`config.mk`:
```
export PLATFORM = sky130hd
export DESIGN_NAME = mmapper_ext
export DESIGN_NICKNAME = d
export VERILOG_FILES = /design/src/rtl/mmapper_ext.sv
export SDC_FILE = /design/constraint.sdc
export NUM_CORES = 1
export LEC_CHECK = 0
export ABC_AREA = 1
export CAP_MARGIN = 30
export CORE_UTILIZATION = 55
export CTS_CLUSTER_SIZE = 20
export DETAILED_ROUTE_END_ITERATION = 8
export HOLD_SLACK_MARGIN = 0.1
export PLACE_DENSITY = 0.88
export SYNTH_ARGS = -nofsm -noshare
export SYNTH_HDL_FRONTEND = slang
export SYNTH_SLANG_ARGS = --single-unit
```
`constraint.sdc`:
```
create_clock -name clk -period 1.9 [get_ports clk]
set_input_delay 0.38 -clock clk [delete_from_list [all_inputs] [get_ports clk]]
set_output_delay 0.38 -clock clk [all_outputs]
set_load 0.05 [all_outputs]
```
`src/rtl/mmapper_ext.sv`:
```
// MSX memory mapper: four segment registers on I/O ports, external-memory request/ack with Z80 WAIT.
// Strobe to wait_n low is 1 clk, mem_ack to wait_n high is 1 clk; a request is held until the arbiter acks.
module mmapper_ext #(
  parameter int unsigned        SEG_BITS = 8,
  parameter logic [7:0]         IO_BASE  = 8'hFC,
  parameter int unsigned        ADDR_W   = 23,
  parameter logic [ADDR_W-1:0]  MEM_BASE = ADDR_W'(23'h020000),
  parameter bit                 RB_ONES  = 1'b1
) (
  input  logic              clk,
  input  logic              reset_n,
  input  logic              enable,
  input  logic [15:0]       addr,
  input  logic [7:0]        cdin,
  output logic [7:0]        cdout,
  output logic              busreq,
  input  logic              sltsl_n,
  input  logic              iorq_n,
  input  logic              m1_n,
  input  logic              rd_n,
  input  logic              mreq_n,
  input  logic              wr_n,
  output logic [ADDR_W-1:0] mem_addr,
  output logic              mem_req,
  output logic              mem_we,
  input  logic              mem_ack,
  output logic              wait_n,
  output logic              cart_ena
);

  typedef enum logic [1:0] {ST_IDLE, ST_REQ, ST_DONE} state_t;

  localparam logic [7:0] SEG_MASK  = 8'hFF >> (8 - SEG_BITS);
  localparam logic [7:0] RB_FILL   = RB_ONES ? ~SEG_MASK : 8'h00;
  localparam logic [7:0] CDOUT_RST = RB_ONES ? 8'hFF : 8'h00;

  logic [SEG_BITS-1:0] seg_q [4];
  logic [SEG_BITS-1:0] seg_d [4];
  logic                wr_prev_q, wr_prev_d;
  logic [7:0]          cdout_q, cdout_d;
  logic                busreq_q, busreq_d;
  state_t              state_q, state_d;
  logic                mem_req_q, mem_req_d;
  logic                mem_we_q, mem_we_d;
  logic [ADDR_W-1:0]   mem_addr_q, mem_addr_d;
  logic                wait_n_q, wait_n_d;

  logic                io_hit, io_wr, io_rd, mem_go;
  logic [SEG_BITS-1:0] seg_map;
  logic [ADDR_W-1:0]   mem_addr_next;

  always_comb begin
    io_hit   = enable & ~iorq_n & m1_n & (addr[7:2] == IO_BASE[7:2]);
    io_wr    = io_hit & ~wr_n;
    io_rd    = io_hit & ~rd_n;
    cart_ena = ~mreq_n & ~sltsl_n & iorq_n & enable;
    mem_go   = cart_ena & (~rd_n | ~wr_n);

    // Offset wraps naturally at ADDR_W bits.
    seg_map       = seg_q[addr[15:14]];
    mem_addr_next = MEM_BASE + ADDR_W'({seg_map, addr[13:0]});

    // Only the leading edge of a port write updates the register.
    seg_d     = seg_q;
    wr_prev_d = io_wr;
    if (io_wr && !wr_prev_q) begin
      seg_d[addr[1:0]] = cdin[SEG_BITS-1:0];
    end

    busreq_d = io_rd;
    cdout_d  = cdout_q;
    if (io_rd) begin
      cdout_d = RB_FILL | 8'(seg_q[addr[1:0]]);
    end

    state_d    = state_q;
    mem_req_d  = mem_req_q;
    mem_we_d   = mem_we_q;
    mem_addr_d = mem_addr_q;
    wait_n_d   = wait_n_q;
    case (state_q)
      ST_IDLE: begin
        if (mem_go) begin
          state_d    = ST_REQ;
          mem_req_d  = 1'b1;
          mem_addr_d = mem_addr_next;
          mem_we_d   = ~wr_n;
          wait_n_d   = 1'b0;
        end
      end
      ST_REQ: begin
        if (mem_ack) begin
          state_d   = ST_DONE;
          mem_req_d = 1'b0;
          wait_n_d  = 1'b1;
        end
      end
      ST_DONE: begin
        // Wait for the bus cycle to end so one cycle never issues two requests.
        if (mreq_n) begin
          state_d = ST_IDLE;
        end
      end
      default: begin
        state_d   = ST_IDLE;
        mem_req_d = 1'b0;
        wait_n_d  = 1'b1;
      end
    endcase
  end

  always_ff @(posedge clk or negedge reset_n) begin
    if (!reset_n) begin
      for (int i = 0; i < 4; i++) begin
        seg_q[i] <= SEG_BITS'(3 - i);
      end
      wr_prev_q  <= 1'b0;
      cdout_q    <= CDOUT_RST;
      busreq_q   <= 1'b0;
      state_q    <= ST_IDLE;
      mem_req_q  <= 1'b0;
      mem_we_q   <= 1'b0;
      mem_addr_q <= '0;
      wait_n_q   <= 1'b1;
    end else begin
      seg_q      <= seg_d;
      wr_prev_q  <= wr_prev_d;
      cdout_q    <= cdout_d;
      busreq_q   <= busreq_d;
      state_q    <= state_d;
      mem_req_q  <= mem_req_d;
      mem_we_q   <= mem_we_d;
      mem_addr_q <= mem_addr_d;
      wait_n_q   <= wait_n_d;
    end
  end

  assign cdout    = cdout_q;
  assign busreq   = busreq_q;
  assign mem_req  = mem_req_q;
  assign mem_we   = mem_we_q;
  assign mem_addr = mem_addr_q;
  assign wait_n   = wait_n_q;

endmodule

```
==> results by group, run 1 <==
Run status
  • Outcome: completed

Worst setup path
  • Worst Path Max Fanout: 2
  • CP Capture Type: output pin
  • R2R cell count: 6
  • FF-to-FF End: mem_addr[17]
  • WP data arrival: 1460 ps
  • Critical Path RT: 1520 ps
  • Critical Path Source Type: input pin
  • Reg2Reg Setup Slack: 320 ps
  • Reg2Reg Launch Point: state_q[0]
  • Setup Crit Path Kind: in -> out

GRT
  • Gr ovfl total: 0
  • First-pass GRT wire length: 14800 µm
  • Largest net degree at the start of global routing: 71
  • Antenna violations before repair: 0
  • GRT Total Usage: 31.1%
  • Vias in the first global route: 3208

Finish
  • Commonest non-fill, non-tap cell in the layout: nand2_1
  • # diodes: 0
  • FILL cells: 372
  • Nets: 560
  • Layout area overhead: 35.4%
  • Share of layout cells above drive strength 1: 16.2%
  • Commonest non-fill, non-tap cells in the layout: nand2_1, dfrtp_1, nand3_1, buf_4, clkdlybuf4s50_1

Power
  • Combinational share of power: 27.8%
  • Peak VDD IR: 0.604 mV
  • Switching pwr: 0.00139 W
  • Share of power burned in registers: 42.1%
  • Net Sw Frac: 34.1%
  • Internal power: 0.00268 W
  • Total power draw: 0.00406 W
  • Power density over the cells: 899 nW/µm²
  • Clock power frac: 30.1%
  • P_leak: 2.57 nW

Yosys
  • Post-Syn Instances: 426
  • Compound-Gate Fraction of Synth Area: 6.45%
  • Sequential share of the synthesized area: 53.0%
  • Unique masters post-synth: 23
  • XOR/XNOR Fraction of Synth Area: 0%
  • Post-Syn Nets: 461
  • Mapped Area: 3340 µm²
  • Largest family of logic cells by synthesized area: simple AND/OR/NAND/NOR gates
  • #FFs+latches synth: 70
  • Simple logic cell fraction of the synthesized area: 34.7%
  • Synth Warn #: 0
  • Avg Cell Area, Syn: 7.83 µm²
  • Adder-Cell Fraction of Synth Area: 0.375%
  • Post-synthesis mux area share: 0%

Detailed routing
  • Drt initial violations: 275
  • Wirelength, routed: 9350 µm
  • Via density: 5.57
  • Avg WL per Cell: 15.5 µm
  • Antenna-violating nets left: 0
  • Vias: 3353
  • DRT Pass-1 Iters: 7
  • DR DRC count: 0

Timing
  • Fin Hold WS: 475 ps
  • Peak Freq: 0.545 GHz
  • Worst Skew: 4.82 ps
  • Slew @ Worst Pin: 516 ps
  • Pins Over Slew Limit: 0
  • Final setup vio count: 0
  • Final hold vios: 0
  • Fin crit share: 96.6%
  • Max-slew headroom: 65.5%
  • Minimum clock period: 1840 ps

Clock network
  • Number of post-CTS setup repair buffers: 0
  • CTS Buf Count: 9
  • Clk_lat worst skew: 340 ps
  • H-tree depth: 3
  • CTS max path bufs: 2
  • CTS tree: yes
  • Clock Pin Slew Worst Setup and Hold Paths: 70 ps
  • CTS Root Cell: clkbuf_8
  • Clock tree sinks: 70

Placement
  • HPWL after DPL: 6310 µm
  • I/O Buffers: 69
  • Gp weighted congestion: 0.882

Floorplanning
  • Die footprint: 6380 µm²
  • Rows: 27
  • Die W: 79.9 µm
  • Initial Util: 58.8%
  • # IOs: 70
  • Core Footprint: 5680 µm²
  • Die height: 79.9 µm

Min path
  • Hold Crit Start: mem_addr[18]
  • Hold Path Sink: mem_addr[18]
  • Hold depth: 2
  • HP Class: reg -> reg

Flow run
  • Max Cap Viol: 0
## state kept, by name (all words and copies together) (netlist names)
| name | flops |
|---|---|
| seg_q | 32 |
| busreq | 1 |
| wr_prev_q | 1 |
| mem_addr | 23 |
| state_q | 2 |
| wait_n | 1 |
| cdout | 8 |
| mem_we | 1 |
| mem_req | 1 |
## what timing repair did
item	CTS	global route
endpoints found under the setup margin	3	22
hold buffers	1	0
gates resized for setup	3	21
endpoints found under the hold margin	57	0
## worst max path at each step
| stage | from | endpoint | cells after the start |
|---|---|---|---|
| final | iorq_n | cart_ena | 4 |
| after global routing | enable | seg_q[18] | 8 |
| after CTS | mem_addr[19] | mem_addr[19] | 1 |
| after detailed placement | enable | seg_q[0] | 8 |
| after global placement | enable | seg_q[2] | 8 |
| after floorplan | iorq_n | cart_ena | 2 |
## per-layer routing
metal	vias up	global-route usage, %	routed length (µm)
met1	1565	39.5	3730
met4	0	15.4	303
met2	188	49.9	4450
li1	1570	-	-
met3	30	7.09	864
met5	-	0	0
## cell families (layout without fill, tap and decap cells)
family	Yosys count	after routing
DFF	70	70
adders and majority gates	1	1
and+or+nand+nor	280	280
AOI/OAI and AO/OA	37	37
buffers and inverters	38	142
## final cells by class
| class | count | area [µm²] | area share (%) |
|---|---|---|---|
| repair buffers | 104 | 990 | 21.9 |
| clock inverters | 4 | 45.0 | 0.997 |
| multi-input cells | 318 | 1390 | 30.7 |
| inverters | 22 | 82.6 | 1.83 |
| flip-flops and latches | 70 | 1770 | 39.1 |
| well taps | 72 | 90.1 | 1.99 |
| clock buffers | 12 | 155 | 3.43 |
## cells in the mapped netlist
| master | count | share of area [%] |
|---|---|---|
| buf_4 | 3 | 0.68 |
| inv_2 | 2 | 0.23 |
| dfstp_2 | 13 | 10 |
| nor2_2 | 3 | 0.56 |
| nand4_1 | 3 | 0.56 |
| o21ai_0 | 24 | 3.6 |
| clkinv_1 | 2 | 0.23 |
| o211ai_1 | 1 | 0.23 |
| a31oi_1 | 3 | 0.56 |
| nor2_1 | 21 | 2.4 |
| nor3_2 | 1 | 0.30 |
| nor2_4 | 2 | 0.68 |
| inv_1 | 18 | 2.0 |
| buf_2 | 11 | 1.7 |
| nand3_1 | 55 | 8.3 |
| a31o_2 | 1 | 0.26 |
| dfrtp_1 | 57 | 43 |
| o31ai_1 | 1 | 0.23 |
| nand2_1 | 194 | 22 |
| a22oi_1 | 7 | 1.6 |
| nor3_1 | 1 | 0.15 |
| buf_6 | 2 | 0.68 |
| ha_1 | 1 | 0.38 |
## through the flow
| step | TNS (ps) | instance area (µm²) | cells | setup slack (ps) | utilization (%) |
|---|---|---|---|---|---|
| after floorplan | 0 | 3340 | 426 | 41.1 | - |
| after global placement | -3830 | 4260 | 585 | -185 | 75.0 |
| after detailed placement | -6150 | 4260 | 585 | -219 | 75.0 |
| after CTS | 0 | 4470 | 602 | 8.22 | 78.7 |
| after global routing | -72.3 | 4520 | 602 | -21.9 | 79.6 |
| final | 0 | 4520 | 602 | 64.8 | 79.6 |
## power groups by stage
stage,registers [W],clock network (W),logic (W)
floorplan,0.00219,0,0.000193
global placement,0.00173,0,0.00110
detailed placement,0.00174,0,0.00113
CTS,0.00171,0.00123,0.00113
global route,0.00172,0.00129,0.00119
finish,0.00171,0.00122,0.00113
## critical path, cell delays in order
cell	delay (ps)
clkdlybuf4s50_1	500
nand2_1	100
nor3_1	290
buf_12	190
Note: power is estimated with default switching activity, not from simulation.
==> run 2, diff against run 1 <==
Settings changed: SLEW_MARGIN set to 0.
==> results of run 2 <==
The final DEF is identical to that of run 1; final timing and power are the same.
